===== src/rtl/dbg_pkg.sv =====
`default_nettype none
// ============================================================================
// Module   : dbg_pkg
// Brief    : Run-control state encoding and width helpers for dbg_halt_ctrl.
// Revision : 1.0 - initial release
// ============================================================================
package dbg_pkg;

  typedef enum logic [1:0] {
    ST_RUN  = 2'd0,
    ST_STEP = 2'd1,
    ST_HALT = 2'd2,
    ST_DUMP = 2'd3
  } dbg_state_t;

  localparam int c_cycle_cnt_w = 32;

  // Index width that never collapses to zero bits for single-entry configs.
  function automatic int idx_w(input int n);
    return (n > 1) ? $clog2(n) : 1;
  endfunction

endpackage
`default_nettype wire


===== src/rtl/dbg_bp_match.sv =====
`default_nettype none
// ============================================================================
// Module   : dbg_bp_match
// Brief    : Breakpoint slot registers, pc comparators and lowest-index encoder.
// Revision : 1.0 - initial release
// ============================================================================
module dbg_bp_match
  import dbg_pkg::*;
#(
  parameter int ADDR_W = 32,
  parameter int NUM_BP = 4
) (
  input  logic                         clk,
  input  logic                         rstn,
  input  logic [ADDR_W-1:0]            pc,
  input  logic                         bp_we,
  input  logic [idx_w(NUM_BP)-1:0]     bp_idx,
  input  logic [ADDR_W-1:0]            bp_addr,
  input  logic                         bp_en,
  output logic                         match,
  output logic [idx_w(NUM_BP)-1:0]     match_idx
);

  localparam int c_idx_w = idx_w(NUM_BP);

  logic [NUM_BP-1:0]  w_hit;
  logic [c_idx_w-1:0] w_idx;

  genvar gi;
  generate
    for (gi = 0; gi < NUM_BP; gi++) begin : g_slot
      logic [ADDR_W-1:0] r_addr;
      logic              r_en;

      // Out-of-range indices match no slot and are silently dropped.
      always_ff @(posedge clk or negedge rstn) begin
        if (!rstn) begin
          r_addr <= '0;
          r_en   <= 1'b0;
        end else if (bp_we && (int'(bp_idx) == gi)) begin
          r_addr <= bp_addr;
          r_en   <= bp_en;
        end
      end

      assign w_hit[gi] = r_en & (r_addr == pc);
    end
  endgenerate

  always_comb begin
    w_idx = '0;
    for (int i = NUM_BP - 1; i >= 0; i--) begin
      if (w_hit[i]) w_idx = i[c_idx_w-1:0];
    end
  end

  assign match     = |w_hit;
  assign match_idx = w_idx;

endmodule
`default_nettype wire


===== src/rtl/dbg_halt_ctrl.sv =====
`default_nettype none
// ============================================================================
// Module   : dbg_halt_ctrl
// Brief    : CPU run control: clock-enable gating, breakpoints, single-step and
//            halted-memory dump sweep. Define DBG_CYCLE_CNT_EN for cycle_cnt.
// Revision : 1.0 - initial release
// ============================================================================
module dbg_halt_ctrl
  import dbg_pkg::*;
#(
  parameter int ADDR_W       = 32,
  parameter int NUM_BP       = 4,
  parameter int DUMP_DEPTH   = 256,
  parameter int RUN_ON_RESET = 1
) (
  input  logic                          clk,
  input  logic                          rstn,
  input  logic [ADDR_W-1:0]             pc,
  input  logic                          run,
  input  logic                          step,
  input  logic                          halt_req,
  input  logic                          bp_we,
  input  logic [idx_w(NUM_BP)-1:0]      bp_idx,
  input  logic [ADDR_W-1:0]             bp_addr,
  input  logic                          bp_en,
  input  logic                          dump_start,
  output logic                          cpu_clk_en,
  output logic                          debug,
  output logic                          halted,
  output logic                          hit_valid,
  output logic [idx_w(NUM_BP)-1:0]      hit_idx,
  output logic [idx_w(DUMP_DEPTH)-1:0]  dump_addr,
  output logic                          dump_valid,
  output logic                          dump_done
`ifdef DBG_CYCLE_CNT_EN
  ,
  output logic [c_cycle_cnt_w-1:0]      cycle_cnt
`endif
);

  localparam int                 c_idx_w       = idx_w(NUM_BP);
  localparam int                 c_dump_w      = idx_w(DUMP_DEPTH);
  localparam logic [c_dump_w-1:0] c_dump_last  = c_dump_w'(DUMP_DEPTH - 1);
  localparam dbg_state_t         c_reset_state = (RUN_ON_RESET != 0) ? ST_RUN : ST_HALT;

  dbg_state_t          r_state;
  dbg_state_t          w_next_state;
  logic                w_bp_raw;
  logic [c_idx_w-1:0]  w_bp_idx;
  logic                w_match;
  logic                w_dump_last;
  logic                r_skip;
  logic                r_debug;
  logic                r_halted;
  logic                r_hit_valid;
  logic [c_idx_w-1:0]  r_hit_idx;
  logic [c_dump_w-1:0] r_dump_addr;
  logic                r_dump_done;

  dbg_bp_match #(
    .ADDR_W (ADDR_W),
    .NUM_BP (NUM_BP)
  ) u_bp_match (
    .clk       (clk),
    .rstn      (rstn),
    .pc        (pc),
    .bp_we     (bp_we),
    .bp_idx    (bp_idx),
    .bp_addr   (bp_addr),
    .bp_en     (bp_en),
    .match     (w_bp_raw),
    .match_idx (w_bp_idx)
  );

  // Skip masks the breakpoint the CPU is parked on so a resume can leave it.
  assign w_match     = w_bp_raw & ~r_skip;
  assign w_dump_last = (r_dump_addr == c_dump_last);

  always_ff @(posedge clk or negedge rstn) begin
    if (!rstn) r_state <= c_reset_state;
    else       r_state <= w_next_state;
  end

  always_comb begin
    w_next_state = r_state;
    case (r_state)
      ST_RUN:  if (w_match || halt_req) w_next_state = ST_HALT;
      ST_STEP: w_next_state = ST_HALT;
      ST_HALT: begin
        if (run)             w_next_state = ST_RUN;
        else if (step)       w_next_state = ST_STEP;
        else if (dump_start) w_next_state = ST_DUMP;
      end
      ST_DUMP: if (w_dump_last) w_next_state = ST_HALT;
      default: w_next_state = c_reset_state;
    endcase
  end

  always_comb begin
    cpu_clk_en = 1'b0;
    dump_valid = 1'b0;
    case (r_state)
      ST_RUN:  cpu_clk_en = ~w_match & ~halt_req;
      ST_STEP: cpu_clk_en = 1'b1;
      ST_DUMP: dump_valid = 1'b1;
      default: ;
    endcase
  end

  // debug/halted come straight from flops so cpu_top sees a clean mux select.
  always_ff @(posedge clk or negedge rstn) begin
    if (!rstn) begin
      r_debug  <= (c_reset_state != ST_RUN);
      r_halted <= (c_reset_state == ST_HALT);
    end else begin
      r_debug  <= (w_next_state == ST_HALT) || (w_next_state == ST_DUMP);
      r_halted <= (w_next_state == ST_HALT);
    end
  end

  always_ff @(posedge clk or negedge rstn) begin
    if (!rstn) begin
      r_hit_valid <= 1'b0;
      r_hit_idx   <= '0;
      r_skip      <= 1'b0;
    end else begin
      if (r_state == ST_RUN && w_match) begin
        r_hit_valid <= 1'b1;
        r_hit_idx   <= w_bp_idx;
      end else if (r_state == ST_RUN && halt_req) begin
        r_hit_valid <= 1'b0;
      end else if (r_state == ST_HALT && !run && step) begin
        r_hit_valid <= 1'b0;
      end

      if (r_state == ST_HALT && (run || step)) r_skip <= 1'b1;
      else if (cpu_clk_en)                     r_skip <= 1'b0;
    end
  end

  always_ff @(posedge clk or negedge rstn) begin
    if (!rstn) begin
      r_dump_addr <= '0;
      r_dump_done <= 1'b0;
    end else if (r_state == ST_DUMP) begin
      r_dump_addr <= w_dump_last ? '0 : r_dump_addr + 1'b1;
      r_dump_done <= w_dump_last;
    end else begin
      r_dump_addr <= '0;
      r_dump_done <= 1'b0;
    end
  end

`ifdef DBG_CYCLE_CNT_EN
  logic [c_cycle_cnt_w-1:0] r_cycle_cnt;

  always_ff @(posedge clk or negedge rstn) begin
    if (!rstn)           r_cycle_cnt <= '0;
    else if (cpu_clk_en) r_cycle_cnt <= r_cycle_cnt + 1'b1;
  end

  assign cycle_cnt = r_cycle_cnt;
`endif

  assign debug     = r_debug;
  assign halted    = r_halted;
  assign hit_valid = r_hit_valid;
  assign hit_idx   = r_hit_idx;
  assign dump_addr = r_dump_addr;
  assign dump_done = r_dump_done;

endmodule
`default_nettype wire


===== config.mk =====
export PLATFORM = sky130hd
export DESIGN_NAME = dbg_halt_ctrl
export DESIGN_NICKNAME = d
export VERILOG_FILES = /design/src/rtl/dbg_pkg.sv /design/src/rtl/dbg_bp_match.sv /design/src/rtl/dbg_halt_ctrl.sv
export SDC_FILE = /design/constraint.sdc
export NUM_CORES = 1
export LEC_CHECK = 0
export ABC_CLOCK_PERIOD_IN_PS = 1900
export CAP_MARGIN = 20
export CORE_UTILIZATION = 51
export CTS_CLUSTER_DIAMETER = 30
export DETAILED_ROUTE_END_ITERATION = 6
export GPL_ROUTABILITY_DRIVEN = 0
export GPL_TIMING_DRIVEN = 0
export PLACE_DENSITY_LB_ADDON = 0.25
export SETUP_SLACK_MARGIN = 0.5
export SLEW_MARGIN = 20
export SYNTH_ARGS = -nofsm -noshare
export SYNTH_HDL_FRONTEND = slang
export SYNTH_SLANG_ARGS = --single-unit

===== constraint.sdc =====
create_clock -name clk -period 1.9 [get_ports clk]
set_input_delay 0.19 -clock clk [delete_from_list [all_inputs] [get_ports clk]]
set_output_delay 0.19 -clock clk [all_outputs]
set_load 0.02 [all_outputs]

==> summary.txt <==
Timing
  – Final hold violation count: 0
  – Post-route minimum period: 2.68 ns
  – Worst slew margin relative to its limit: 65.0%
  – Final Worst Setup Slack: -0.783 ns
  – Largest clock skew in the final design: 0.00806 ns
  – Number of max-slew violations in the final report: 0
  – Hold WS: 0.280 ns
  – Unrepaired setup endpoints after global routing: true
  – Final worst path period share: 141%
  – Final setup violation count: 6
  – Max Fclk: 373 MHz
  – Actual transition at the worst max-transition pin: 0.521 ns

Final layout
  – Area of the multi-input gates: 3810 um^2
  – Post-layout util: 67.3%
  – Signed area change from the synthesized netlist to the final layout: 27.1%
  – Area used by sequential logic in the layout: 3710 um^2
  – Diodes inserted: 0
  – Final design instance area without fill: 9480 um^2
  – Ratio of cells with drive above 1 in the final layout: 32.4%
  – Filler Cell Count: 1014
  – Net count, final: 799

Synthesis
  – Mapped Area: 7460 um^2
  – Average instance area after synthesis: 12.3 um^2
  – Flip-flop cell with the highest count after synthesis: sky130_fd_sc_hd__dfrtp_1
  – Cell accounting for the most synthesized area: sky130_fd_sc_hd__dfrtp_1
  – Count of yosys warnings during synthesis: 0
  – Async SR Flop Fraction: 100%
  – Top cells by area, synth: sky130_fd_sc_hd__dfrtp_1 50%, sky130_fd_sc_hd__mux2_2 20%, sky130_fd_sc_hd__xnor2_1 7.5%, sky130_fd_sc_hd__xor2_1 7.5%, sky130_fd_sc_hd__nor4_1 2.5%
  – Area share of the leading cell type in the synthesized netlist: 49.6%
  – Seq cells post-synth: 148
  – Post-synthesis net count: 680
  – Seq/Total Area, Yosys: 49.6%
  – Number of enable flip-flop cells after synthesis: 0
  – Cell count after synthesis: 605
  – Synth cell types: 44

Die
  – Vertical die dimension: 123 um
  – Starting density of the core: 52.9%
  – Placeable core region: 14100 um^2
  – Boundary Pins: 90
  – Overall die area: 15100 um^2
  – # rows: 43
  – Die outline width: 123 um

Min path
  – Hold Path Class: input pin to async pin

CTS
  – H-tree depth reported by CTS: 4
  – Clk sinks: 148
  – Maximum number of buffers from clock root to sink: 2
  – Clock buffer count from CTS: 17
  – Buffer cell driving the clock tree root: sky130_fd_sc_hd__clkbuf_16
  – Clk Latency, worst-skew pair: 0.43 ns
  – Clock edge transition at the registers on the reported setup and hold paths: 0.06 ns
  – TritonCTS clock tree: yes

Worst setup path
  – Endpoint required time on the critical path: 1.71 ns
  – Startpoint of the worst register-to-register path: u_bp_match.g_slot[0].r_addr[20]$_DFFE_PN0P_
  – Crit end category: output port
  – Critical path type: register to output port
  – Largest fanout on the critical path: 3
  – Arrival time at the worst endpoint: 2.49 ns
  – Worst R2R Path Depth: 6
  – Critical path launch point: u_bp_match.g_slot[0].r_addr[20]$_DFFE_PN0P_
  – Kind of launch point of the worst setup path: register

Pwr
  – Share of power burned in the clock network: 33.2%
  – Fraction of power spent switching nets: 30.2%
  – Total design power: 10400 uW
  – Pwr dens: 1100 nW/um^2
  – Static Leak: 0.00388 uW
  – Maximum VDD drop: 0.585 mV
  – Net switching power: 3140 uW
  – Flop pwr share: 40.4%
  – Internal power component: 7260 uW
  – Combinational share of power: 26.4%

Global route
  – Sum of overflow across all layers after global routing: 0
  – Total routing usage reported by global routing: 29.0%
  – Vias in the first global route: 5650
  – Wire length of the first global-routing pass: 31300 um
  – Initial antenna violation count: 0
  – Largest net degree at the start of global routing: 93

Routing
  – Routed via count: 5453
  – Count of unresolved DRC violations after routing: 0
  – Drt wl/cell: 22.2 um
  – DRT antenna net count: 0
  – Starting DRT DRC Count: 476
  – Wire length after detailed routing: 20300 um
  – Vias per cell: 5.97
  – Number of optimization iterations in the first detailed-route pass: 7

Status
  – Run status: finished, violations left
  – Violations in the final reports: negative setup slack

Place
  – Post-place instance area: 8580 um^2
  – Number of input and output port buffers inserted: 84
  – Worst Setup Slack post-DPL: -1.47 ns
  – HPWL after DPL: 15200 um

Run
  – Number of max-cap violations: 0
[final timing paths]
check	slack, ns	end
max in group asynchronous	0.84	u_bp_match.g_slot[1].r_addr[5]$_DFFE_PN0P_
max	-0.78	cpu_clk_en
min	0.28	dump_addr[4]$_DFF_PN0_
min reg2reg	0.48	dump_addr[0]$_DFF_PN0_
max reg2reg	-0.22	hit_idx[1]$_DFFE_PN0P_
min in group clk	0.35	u_bp_match.g_slot[3].r_en$_DFFE_PN0P_
[state kept, by name, indices dropped and copies added, names as in the netlist]
signal and count:
r_skip 1, hit_valid 1, u_bp_match.g_slot.r_addr 128, dump_done 1, debug 1, halted 1
r_state 1, dump_addr 8, u_bp_match.g_slot.r_en 4, hit_idx 2
[cell families after synthesis]
group	synth area share [%]
XOR/XNOR	15.2
AO/OA/AOI/OAI	2.35
buffers and inverters	1.56
adder cells (fa/ha/maj)	0.168
AND/OR/NAND/NOR	11.3
flip-flops	49.6
multiplexers	19.8
[cells in the mapped netlist, types with 2 or more instances]
cell,number
sky130_fd_sc_hd__nand3_1,16
sky130_fd_sc_hd__o21ai_0,6
sky130_fd_sc_hd__nor2b_1,4
sky130_fd_sc_hd__buf_6,2
sky130_fd_sc_hd__and3_1,2
sky130_fd_sc_hd__mux2_2,131
sky130_fd_sc_hd__dfrtp_1,148
sky130_fd_sc_hd__a21oi_1,4
sky130_fd_sc_hd__nand2b_1,6
sky130_fd_sc_hd__xor2_1,64
sky130_fd_sc_hd__a21o_1,2
sky130_fd_sc_hd__nor4_1,30
sky130_fd_sc_hd__nor3_1,12
sky130_fd_sc_hd__inv_1,8
sky130_fd_sc_hd__nand4_1,27
sky130_fd_sc_hd__or3_1,2
sky130_fd_sc_hd__xnor2_1,64
sky130_fd_sc_hd__nand2_1,17
sky130_fd_sc_hd__or4_1,2
sky130_fd_sc_hd__clkbuf_1,13
sky130_fd_sc_hd__o2111ai_1,2
sky130_fd_sc_hd__nand3b_1,3
sky130_fd_sc_hd__nand4b_1,2
sky130_fd_sc_hd__nor2_1,17
sky130_fd_sc_hd__buf_2,2
[stage by stage]
stage	std cells	setup TNS [ns]
floorplan	605	0
global placement	869	-789.76
detailed placement	870	-39.41
CTS	911	-0.975
global route	914	-1.70
finish	914	-1.39
[cell type report]
cell class | count | share of cell area, %
multi-input cells | 431 | 40.2
flip-flops and latches | 148 | 39.1
repair buffers | 100 | 10.2
clock buffers | 25 | 5.33
well taps | 180 | 2.37
plain buffers | 18 | 1.53
clock inverters | 4 | 1.00
inverters | 8 | 0.317
[metal layers]
metal / vias up / wire [um] / GRT usage (%)
met2: 265 / 9300 / 44.6
met4: 0 / 1100 / 17.5
li1: 2409 / - / -
met5: - / 0 / 0
met1: 2696 / 8530 / 37.6
met3: 83 / 1400 / 6.23
[worst max-delay path: stages (launching register included)]
cell and delay (ns):
sky130_fd_sc_hd__dfrtp_1 0.39, sky130_fd_sc_hd__xnor2_1 0.38, sky130_fd_sc_hd__nand4_1 0.15, sky130_fd_sc_hd__nor4_1 0.43, sky130_fd_sc_hd__nand3_1 0.27, sky130_fd_sc_hd__nand4_1 0.21
sky130_fd_sc_hd__a21oi_2 0.07, sky130_fd_sc_hd__buf_2 0.17
[cell usage in the layout, fill, tap and decap left out, types with 8 or more instances in the layout]
cell                              netlist  routed
sky130_fd_sc_hd__dlygate4sd2_1          0       8
sky130_fd_sc_hd__nor4_1                30      25
sky130_fd_sc_hd__clkdlybuf4s50_1        0      64
sky130_fd_sc_hd__buf_4                  0      13
sky130_fd_sc_hd__nand4_1               27      27
sky130_fd_sc_hd__nand2_1               17      15
sky130_fd_sc_hd__clkbuf_2               1      12
sky130_fd_sc_hd__xnor2_1               64      61
sky130_fd_sc_hd__nand3_1               16      13
sky130_fd_sc_hd__mux2_2               131     131
sky130_fd_sc_hd__clkbuf_8               0       9
sky130_fd_sc_hd__dfrtp_1              148     145
sky130_fd_sc_hd__nor3_1                12       9
sky130_fd_sc_hd__xor2_1                64      63
sky130_fd_sc_hd__clkbuf_16              0      17
sky130_fd_sc_hd__nor2_1                17      15
[power by group through the flow]
stage	clock network (uW)	logic [uW]	registers, uW
after detailed placement	0	2440	4230
after global routing	3640	2910	4270
after global placement	0	2370	4190
after CTS	3490	2640	4200
final	3450	2740	4200
after floorplan	0	1490	4160
[repair_timing]
action | 4_1_cts | 5_1_grt
cloned | 0 | 0
hold buffers | 1 | 0
endpoints found under the hold margin | 56 | 0
endpoints found under the setup margin | 147 | 116
buffers inserted | 11 | 3
gates resized for setup | 73 | 22
pin swaps | 14 | 6
No activity file was read; power rests on OpenSTA's default activity.
==> variant (same settings) <==
`ADDR_W` is set to 32 in 2 places; all go to 16.
--- a/src/rtl/dbg_bp_match.sv
+++ b/src/rtl/dbg_bp_match.sv
@@ -7,7 +7,7 @@
 module dbg_bp_match
   import dbg_pkg::*;
 #(
-  parameter int ADDR_W = 32,
+  parameter int ADDR_W = 16,
   parameter int NUM_BP = 4
 ) (
   input  logic                         clk,
--- a/src/rtl/dbg_halt_ctrl.sv
+++ b/src/rtl/dbg_halt_ctrl.sv
@@ -8,7 +8,7 @@
 module dbg_halt_ctrl
   import dbg_pkg::*;
 #(
-  parameter int ADDR_W       = 32,
+  parameter int ADDR_W       = 16,
   parameter int NUM_BP       = 4,
   parameter int DUMP_DEPTH   = 256,
   parameter int RUN_ON_RESET = 1
Interface: changed (resized bp_addr and pc); port bits go from 90 to 58. The function was not compared with the original's and may differ.
==> variant against the unedited design <==
- the run still ends with setup timing left
- worst setup slack improved by 0.21 ns
- critical path depth stayed put
- clock skew fell by 0.0020 ns
- final area is 44% lower
- sequential cell count is 64 lower
- clock power is 62% lower
- utilization up 1.1 points
- non-clock buffer count shrank 44
- sequential share of layout area up 0.37 points
- total power fell by 56%
- routed wire length decreased by 51%
- maximum frequency is 8.7% higher
- area after synthesis decreased by 44%
==> variant: results (changes against the unedited design) <==
| Metric | Value |
|---|---|
| Non-clock buffer share | 13.5% (was 11.7%) |
| WL per Instance | 19.0 um (was 22.2 um) |
| Status | complete, but fails checks (unchanged) |
| Placed Area | 0.00492 mm^2 (was 0.00858 mm^2) |
| Relative slew slack | 70.5% (was 65.0%) |
| Sequential fraction of the synthesis area | 50.6% (was 49.6%) |
| R2R Setup Slk | -0.04 ns (was -0.22 ns) |
| Final #Nets | 464 (was 799) |
| Final setup margin | -0.570 ns (was -0.783 ns) |
| Yosys cell types | 35 (was 44) |
| Comb_multi_in | 247 (was 431) |
| Mux cell area share after synthesis | 18.4% (was 19.8%) |
| Post-CTS sizing | 53 (was 73) |
| GRT Total Usage | 24.9% (was 29.0%) |
| Top cells by area, synth | dfrtp_1 (51%), mux2_2 (18%), xor2_1 (12%), xnor2_1 (3.2%), nor4_1 (3.0%) (was dfrtp_1 (50%), mux2_2 (20%), xnor2_1 (7.5%), xor2_1 (7.5%), nor4_1 (2.5%)) |
| First-pass GRT wire length | 15500 um (was 31300 um) |
| CTS root buffer | clkbuf_8 (was clkbuf_16) |
| Initial drt markers | 206 (was 476) |
| Vias in the first global route | 2937 (was 5650) |
| Clock Latency Late Sink | 0.36 ns (was 0.43 ns) |
| Signal buffers | 74 (was 118) |
| Number of synthesized register bits | 84 (was 148) |
| Setup tns final | -0.614 ns (was -1.39 ns) |
| Area of the multi-input gates | 0.00216 mm^2 (was 0.00381 mm^2) |
| Leak | 2.26 nW (was 3.88 nW) |
| Avg Vias per Cell | 5.71 (was 5.97) |
| Synth Area in Adders | 0.301% (was 0.168%) |
| Syn_nets | 384 (was 680) |
| Post-CTS setup buffer count | 5 (was 11) |
| Setup Viol. Count Final | 3 (was 6) |
| Register share of the cell area | 39.5% (was 39.1%) |
| Failing checks | setup timing (unchanged) |
| DP Worst Slack | -0.991 ns (was -1.47 ns) |
| Number of fill cells in the layout | 590 (was 1014) |
| Slowest library cell on the worst path | dfrtp_1 (was nor4_1) |
| R2R Path Start | u_bp_match.g_slot[2].r_addr[11] (was u_bp_match.g_slot[0].r_addr[20]) |
| Clock buffers | 12 (was 25) |
| Max Fanout on Critical Path | 2 (was 3) |
| Arr. time, crit path | 2.28 ns (was 2.49 ns) |
| Largest net degree at the start of global routing | 55 (was 93) |
| Setup Skew | 0.00607 ns (was 0.00806 ns) |
| Vias | 3016 (was 5453) |
| Count of input and output buffers | 57 (was 84) |
| Max FFs per register | 64 (was 128) |
[variant: cell types whose count changed after synthesis, sizes merged, moves of 10 or more]
cell   delta
nand4    -24
dfrtp    -64
xnor2    -50
nor3     -10
mux2     -63
nor4     -11
[variant: layer usage]
metal  global-route usage, %  up-vias  wire length (um)
li1                        -     1386                 -
met1                    33.2     1507              4190
met2                    39.0      106              5030
met3                    6.97       17               641
met4                    8.98        0               190
met5                       0        -                 0
[variant: worst min-delay path by stage]
stage | from | end | slack (ns) | cells after the start
after global placement | dump_addr[0] | dump_addr[0] | 0.49 | 1
after detailed placement | rstn | dump_addr[2] | 0.16 | 1
after CTS | rstn | u_bp_match.g_slot[2].r_addr[12] | 0.32 | 2
after global routing | rstn | dump_addr[2] | 0.34 | 2
after floorplan | rstn | debug | -0.11 | 0
final | rstn | dump_addr[6] | 0.31 | 2
[variant: power by group]
group	switching, mW	total [mW]	internal, mW
sequential	0.191	2.25	2.06
combinational	0.522	1.03	0.512
clock	0.623	1.30	0.675
